===== config.mk =====
export PLATFORM = sky130hd
export DESIGN_NAME = pbgen_frame
export DESIGN_NICKNAME = d
export VERILOG_FILES = /design/src/rtl/pbgen_pkg.sv /design/src/rtl/pbgen_word.sv /design/src/rtl/pbgen_frame.sv
export SDC_FILE = /design/constraint.sdc
export NUM_CORES = 1
export LEC_CHECK = 0
export BUFFER_PORTS_ARGS = -buffer_cell sky130_fd_sc_hd__buf_2
export CORE_ASPECT_RATIO = 1.5
export CORE_MARGIN = 4
export CORE_UTILIZATION = 30
export DETAILED_ROUTE_END_ITERATION = 12
export SLEW_MARGIN = 15
export SYNTH_ARGS = -nofsm -noshare
export SYNTH_HDL_FRONTEND = slang
export SYNTH_SLANG_ARGS = --single-unit
export TNS_END_PERCENT = 50

===== constraint.sdc =====
create_clock -name clk -period 2.1 [get_ports clk]
set_input_delay 0 -clock clk [delete_from_list [all_inputs] [get_ports clk]]
set_output_delay 0 -clock clk [all_outputs]
set_load 0.01 [all_outputs]

===== src/rtl/pbgen_pkg.sv =====
// Shared definitions for the frame parity generator: FSM encoding,
// parity-mode constants and the mode-adjusted reduction parity helper.
package pbgen_pkg;

  // Widest word the parity helper accepts; narrower words are zero-extended,
  // which leaves their parity unchanged.
  localparam int unsigned MAX_DATA_W = 64;

  // Parity sense: even parity makes the total count of ones even.
  localparam logic PAR_EVEN = 1'b0;
  localparam logic PAR_ODD  = 1'b1;

  // Frame FSM: IDLE = no frame open, ACTIVE = frame open.
  typedef enum logic {
    ST_IDLE   = 1'b0,
    ST_ACTIVE = 1'b1
  } state_e;

  // Reduction parity of a word, inverted when odd parity is selected.
  function automatic logic word_parity(input logic [MAX_DATA_W-1:0] data,
                                       input logic                  mode);
    return (^data) ^ (mode == PAR_ODD);
  endfunction

endpackage


===== src/rtl/pbgen_word.sv =====
// Combinational DATA_W-wide word parity generator with even/odd mode select.
// DATA_W must not exceed pbgen_pkg::MAX_DATA_W.
module pbgen_word
  import pbgen_pkg::*;
#(
  parameter int unsigned DATA_W = 4
) (
  input  logic [DATA_W-1:0] data_i,
  input  logic              mode_i,
  output logic              par_c_o
);

  // Zero-extend to the helper width and apply the mode adjust.
  always_comb begin
    par_c_o = word_parity(MAX_DATA_W'(data_i), mode_i);
  end

endmodule


===== src/rtl/pbgen_frame.sv =====
// Registered per-word parity generator/checker with frame-level parity
// accumulation, word counting and forced frame close at MAX_WORDS.
module pbgen_frame
  import pbgen_pkg::*;
#(
  parameter  int unsigned DATA_W    = 4,
  parameter  int unsigned MAX_WORDS = 16,
  parameter  int unsigned ERR_CNT_W = 8,
  localparam int unsigned CNT_W     = $clog2(MAX_WORDS + 1)
) (
  input  logic                 clk,
  input  logic                 rst,
  input  logic                 in_valid,
  input  logic [DATA_W-1:0]    in_data,
  input  logic                 in_last,
  input  logic                 odd_mode,
  input  logic                 chk_en,
  input  logic                 chk_bit,
  output logic                 out_valid,
  output logic                 out_par,
  output logic                 frame_done,
  output logic                 frame_par,
  output logic                 frame_trunc,
  output logic [CNT_W-1:0]     word_cnt,
  output logic                 par_err,
  output logic [ERR_CNT_W-1:0] err_cnt
);

  localparam logic [CNT_W-1:0]     CNT_ONE = CNT_W'(1);
  localparam logic [CNT_W-1:0]     CNT_MAX = CNT_W'(MAX_WORDS);
  localparam logic [ERR_CNT_W-1:0] ERR_MAX = '1;

  state_e               state_q, state_d;
  logic                 mode_q, mode_d;
  logic                 acc_q, acc_d;
  logic [CNT_W-1:0]     word_cnt_q, word_cnt_d;
  logic                 out_valid_q, out_valid_d;
  logic                 out_par_q, out_par_d;
  logic                 frame_done_q, frame_done_d;
  logic                 frame_par_q, frame_par_d;
  logic                 frame_trunc_q, frame_trunc_d;
  logic                 par_err_q, par_err_d;
  logic [ERR_CNT_W-1:0] err_cnt_q, err_cnt_d;

  logic                 opening_c;
  logic                 eff_mode_c;
  logic                 word_par_c;
  logic                 raw_par_c;
  logic                 acc_next_c;
  logic [CNT_W-1:0]     cnt_next_c;
  logic                 close_c;
  logic                 err_hit_c;

  // A valid word seen while no frame is open starts a new frame and supplies
  // the parity mode for itself; later words use the mode latched at open.
  always_comb begin
    opening_c  = in_valid && (state_q == ST_IDLE);
    eff_mode_c = opening_c ? odd_mode : mode_q;
  end

  // Single parity generator shared by the output path and the checker.
  pbgen_word #(
    .DATA_W (DATA_W)
  ) u_word (
    .data_i  (in_data),
    .mode_i  (eff_mode_c),
    .par_c_o (word_par_c)
  );

  // Frame bookkeeping: unadjusted word parity feeds the accumulator, and the
  // frame closes on in_last or when the incoming word reaches MAX_WORDS.
  always_comb begin
    raw_par_c  = word_par_c ^ eff_mode_c;
    acc_next_c = (opening_c ? 1'b0 : acc_q) ^ raw_par_c;
    cnt_next_c = opening_c ? CNT_ONE : (word_cnt_q + CNT_ONE);
    close_c    = in_valid && (in_last || (cnt_next_c == CNT_MAX));
    err_hit_c  = in_valid && chk_en && (chk_bit != word_par_c);
  end

  // Next-state and registered-output logic.
  always_comb begin
    state_d       = state_q;
    mode_d        = mode_q;
    acc_d         = acc_q;
    word_cnt_d    = word_cnt_q;
    out_valid_d   = in_valid;
    out_par_d     = out_par_q;
    frame_done_d  = 1'b0;
    frame_par_d   = frame_par_q;
    frame_trunc_d = 1'b0;
    par_err_d     = err_hit_c;
    err_cnt_d     = err_cnt_q;

    if (in_valid) begin
      out_par_d  = word_par_c;
      acc_d      = acc_next_c;
      word_cnt_d = cnt_next_c;
      if (opening_c) begin
        mode_d = odd_mode;
      end
      if (close_c) begin
        state_d       = ST_IDLE;
        frame_done_d  = 1'b1;
        frame_par_d   = acc_next_c ^ eff_mode_c;
        frame_trunc_d = !in_last;
      end else begin
        state_d = ST_ACTIVE;
      end
    end

    if (err_hit_c && (err_cnt_q != ERR_MAX)) begin
      err_cnt_d = err_cnt_q + ERR_CNT_W'(1);
    end
  end

  // State and output registers; reset aborts any open frame.
  always_ff @(posedge clk or posedge rst) begin
    if (rst) begin
      state_q       <= ST_IDLE;
      mode_q        <= PAR_EVEN;
      acc_q         <= 1'b0;
      word_cnt_q    <= '0;
      out_valid_q   <= 1'b0;
      out_par_q     <= 1'b0;
      frame_done_q  <= 1'b0;
      frame_par_q   <= 1'b0;
      frame_trunc_q <= 1'b0;
      par_err_q     <= 1'b0;
      err_cnt_q     <= '0;
    end else begin
      state_q       <= state_d;
      mode_q        <= mode_d;
      acc_q         <= acc_d;
      word_cnt_q    <= word_cnt_d;
      out_valid_q   <= out_valid_d;
      out_par_q     <= out_par_d;
      frame_done_q  <= frame_done_d;
      frame_par_q   <= frame_par_d;
      frame_trunc_q <= frame_trunc_d;
      par_err_q     <= par_err_d;
      err_cnt_q     <= err_cnt_d;
    end
  end

  assign out_valid   = out_valid_q;
  assign out_par     = out_par_q;
  assign frame_done  = frame_done_q;
  assign frame_par   = frame_par_q;
  assign frame_trunc = frame_trunc_q;
  assign word_cnt    = word_cnt_q;
  assign par_err     = par_err_q;
  assign err_cnt     = err_cnt_q;

endmodule

* Word-level counts from Yosys, hierarchy flattened
Cells that the tools add are included.
** Word-level totals
- Input bits :: 11
- Register bits after elaboration :: 22
** Cells by class
- Eq/ne operators :: 3
- Add/sub/neg operators :: 2
- Reduce and logical (&&, ||, !) cells :: 9
- Muxes and demuxes :: 8
- Bitwise gates (word level) :: 5
** Operators by type and width (count)
- $reduce_xor 64->1 :: 1
- $add 8x1->8 const B :: 1
- $ne 8x8->1 const B :: 1
- $mux 1 :: 7
- $add 5x1->5 const B :: 1
- $eq 5x5->1 const B :: 1
- $logic_and 1x1->1 :: 5
- $mux 5 :: 1
- $xor 1x1->1 :: 4
- $reduce_and 2->1 :: 1
- $logic_not 1->1 :: 1
- $logic_or 1x1->1 :: 1
- $ne 1x1->1 :: 1
- $not 1->1 :: 1

* Logic depth before layout (Yosys ltp)
- Depth in word-level cells :: 8
- Mapped depth :: 6
- Gate-level depth less buffers :: 6

* Hierarchy
From an unflattened synthesis, not the netlist that was laid out.
** Unflattened totals
- Cells, all modules :: 104
- Area total of the unflattened synthesis :: 1118.6 µm²
** By module, submodules not included
- pbgen_frame :: cells each 101, area each 1078.5 µm², instances 1
- pbgen_word :: cells each 3, area each 40.0 µm², instances 1

* Worst setup path after synthesis
Ideal clock, no wire load.
- Kind :: reg-to-reg
- Start point :: register state_q
- End point :: register err_cnt_q[6] (netlist: err_cnt[6])
- Arrival time :: 1.890 ns
- Buffers on the path :: 0
- Cell stages (with the launch flop) :: 6
- Required time :: 1.975 ns
- Slack :: 0.085 ns
- Clock period less this slack :: 2.015 ns
- Path through :: dfrtp_1 > nor2b_4 > mux2i_1 > xnor3_2 > nor4_2 > mux2_2
** Between the ends
- Cells in the longest elaborated chain, start to end :: 7
** RTL lines
- from (decl) :: RTL line pbgen_frame.sv:33 : state_e state_q, state_d;
- from (signal assigned) :: RTL line pbgen_frame.sv:131 : state_q <= state_d;
- $not 1->1 :: RTL line pbgen_frame.sv:57 : opening_c = in_valid && (state_q == ST_IDLE);
- $logic_and 1x1->1 :: RTL line pbgen_frame.sv:57
- $mux 1
- $xor 1x1->1 :: RTL line pbgen_pkg.sv:22 : return (^data) ^ (mode == PAR_ODD);
- $ne 1x1->1 :: RTL line pbgen_frame.sv:77 : err_hit_c = in_valid && chk_en && (chk_bit != word_par_c);
- $logic_and 1x1->1 :: RTL line pbgen_frame.sv:77
- $logic_and 1x1->1 :: RTL line pbgen_frame.sv:111 : if (err_hit_c && (err_cnt_q != ERR_MAX)) begin
- to (signal assigned) :: RTL line pbgen_frame.sv:141 : err_cnt_q <= err_cnt_d;
- to (decl) :: RTL line pbgen_frame.sv:43 : logic [ERR_CNT_W-1:0] err_cnt_q, err_cnt_d;
Every way passes these cells.
A chain may end at the register's enable or synchronous reset.

* Worst setup path after layout
Ends and elaborated chain as after synthesis.

==> results.toml <==
[clocking]
cts-buffers-inserted = 3
postCtsSetupRepairBufs = 0
ctsHoldBuffers = 2
clk_path_buf_depth = 2
cts_sinks = 22
clkTransAtPathRegs_ps = 70
cts_resized = 0
htreeDepth = 1
clk_latency_ps = 260
ctsRootBufferMaster = "clkbuf_8"
cts_tree = "done"

[layout]
fin_area_um2 = 1370
area_growth_pct = 26.4
antenna_cells = 0
drive_gt1_frac = 0.333
nFillCells = 350
nNetsFinal = 152
fin_cells = 180

[logic_synthesis]
syn_avg_cell_area_um2 = 10.6
synthesis.nets = 115
seq_area_frac_synth = 0.508
synth_edf_count = 0
syn_area_um2 = 1080
ys_types = 28
netlist_instances = 102
async_flop_share = 1.00
synth.area.top_cells = "dfrtp_1 51%, xor2_1 6.5%, nand2_1 5.5%"
yosys_most_used_dff = "dfrtp_1"
ys_warn_count = 0
yosysTopAreaCell = "dfrtp_1"
yosysMostFrequentCell = "dfrtp_1"
ys_ff_latch = 22
synth_top_cell_area_share = 0.508
synth_common_cells = "22 x dfrtp_1, 16 x nand2_1, 8 x nor2_1, 8 x xor2_1, 6 x nand3_1"

[timing]
fmax_mhz = 511
finalCritPeriodShare = 0.933
final.setup.tns_ps = 0
hold_viol_final = 0
drv_slew = 0
period_minus_slack_ps = 1960
fin_ws_ps = 141
setup_violations = 0
tightest_slew_ps = 828
relSlewSlack = 0.447
clock_skew_ps = 1.28
grt_setup_unrepaired = "no"

[critical_path]
cpMaxStageDelayCell = "dfrtp_1"
worstPathRequired_ps = 2250
cp.arrival_ps = 2110
start_kind = "flop"
worstSetupEndpointType = "flop"
max_stage_delay_ps = 410
critical_path.top_delay_family = "multiplexers"
crit_chain = "nor2b_4, mux2i_1, xnor3_2, nor4_2, mux2_2"
reg2reg_depth = 5
crit_type = "flop to flop"
worst-path-stages = 5
cp_max_fo = 8
cp_num_buf_inv = 0

[route]
avgRoutedWirePerCell_um = 12.6
vias_per_cell = 4.78
antenna_left = 0
drtPass1Iterations = 4
drc_errors = 0
via_count = 861
drt_wl_total_um = 2270
detailedRoute.firstIterationViolations = 39

[place]
io_buffers = 29
dp_hpwl_um = 1760
dpl.cell_count = 174
post-place-ws_ps = 128
gp_congestion = 0.766
placed_cell_area_um2 = 1290

[power]
internal_power_w = 0.000935
p_sw_frac = 0.353
ir_worst_vdd_uv = 495
power.density_nw_per_um2 = 1060
total_switching_power_w = 0.000511
pwr-share-comb = 0.338
seqPwrFrac = 0.456
leakagePower_nw = 0.690
p_clk_frac = 0.206

[global_routing]
grt_max_degree = 23
grt-ovfl-total = 0
grt_pass1_wl_um = 3970
grt_pass1_vias = 923
grtUsageTotal = 0.106
antenna_found_initial = 0

[die]
core_area_um2 = 3450
floorplan.initialDensity = 0.314
rows = 26
dieArea_um2 = 4660
dieWidth_um = 57.1
io_pins = 30
die_h_um = 81.6

[min_path]
hold_path.class = "input port to flop"
hold_depth = 2

[job]
max_cap_viol_count = 0

[outcome]
outcome = "completed"
## state kept, by name, summed over array words and instances, names as in the netlist
| register | count |
|---|---|
| acc_q | 1 |
| err_cnt | 8 |
| frame_done | 1 |
| frame_par | 1 |
| frame_trunc | 1 |
| mode_q | 1 |
| out_par | 1 |
| out_valid | 1 |
| par_err | 1 |
| state_q | 1 |
| word_cnt | 5 |
## placed cells by master, fill, tap and decap left out, drive strengths merged, types with 4 or more instances in the layout
cell,netlist,final
buf,1,32
dfrtp,22,22
nand2,16,16
xor2,8,8
nor2,8,8
nand3,6,6
xnor2,6,6
mux2,5,5
inv,5,5
clkbuf,1,4
## worst paths after layout
kind                       startpoint           to  slack, ps
setup / recovery              state_q   err_cnt[6]        140
hold / removal               in_valid    out_valid         90
setup reg to reg              state_q   err_cnt[6]        140
hold reg to reg             frame_par    frame_par        520
max in group asynchronous         rst  word_cnt[4]       1140
min in group asynchronous         rst    out_valid        450
## kinds of logic after synthesis
kind of cell    synth area share
buf+inv                   0.0254
simple gates               0.200
flops                      0.508
compound gates            0.0404
fa+ha+maj                 0.0231
xor+xnor                   0.142
mux                       0.0612
## worst register-to-register path: stages (launching register included)
cell and delay, ps:
dfrtp_1 410, nor2b_4 150, mux2i_1 260, xnor3_2 360, nor4_2 310, mux2_2 360
## power by group through the flow
stage	Sequential, W	Clock (W)	Combinational (W)
2_1_floorplan	0.000696	0	0.000266
3_3_place_gp	0.000657	0	0.000482
3_5_place_dp	0.000669	0	0.000493
4_1_cts	0.000660	0.000312	0.000498
5_1_grt	0.000676	0.000328	0.000551
6_report	0.000660	0.000298	0.000488
## stage by stage
step	hold slack [ps]	total power [W]	util
2_1_floorplan	-10.8	0.000962	-
6_report	90.7	0.00145	0.397
3_5_place_dp	182	0.00116	0.376
5_1_grt	91.9	0.00156	0.397
3_3_place_gp	176	0.00114	0.376
4_1_cts	82.8	0.00147	0.397
## per-layer routing
| layer | wire length, µm | GRT usage |
|---|---|---|
| met4 | 52 | 0.0510 |
| met3 | 157 | 0.0236 |
| met2 | 1150 | 0.190 |
| met5 | 0 | 0 |
| met1 | 909 | 0.118 |
## layout make-up
class                           count  area [µm²]  share of cell area
Clock buffer                        4        55.1              0.0402
Inverter                            5        18.8              0.0137
Multi-Input combinational cell     73         505               0.369
Sequential cell                    22         551               0.402
Tap cell                           42        52.6              0.0384
Timing Repair Buffer               34         188               0.137
Note: power is estimated with default switching activity, not from simulation.
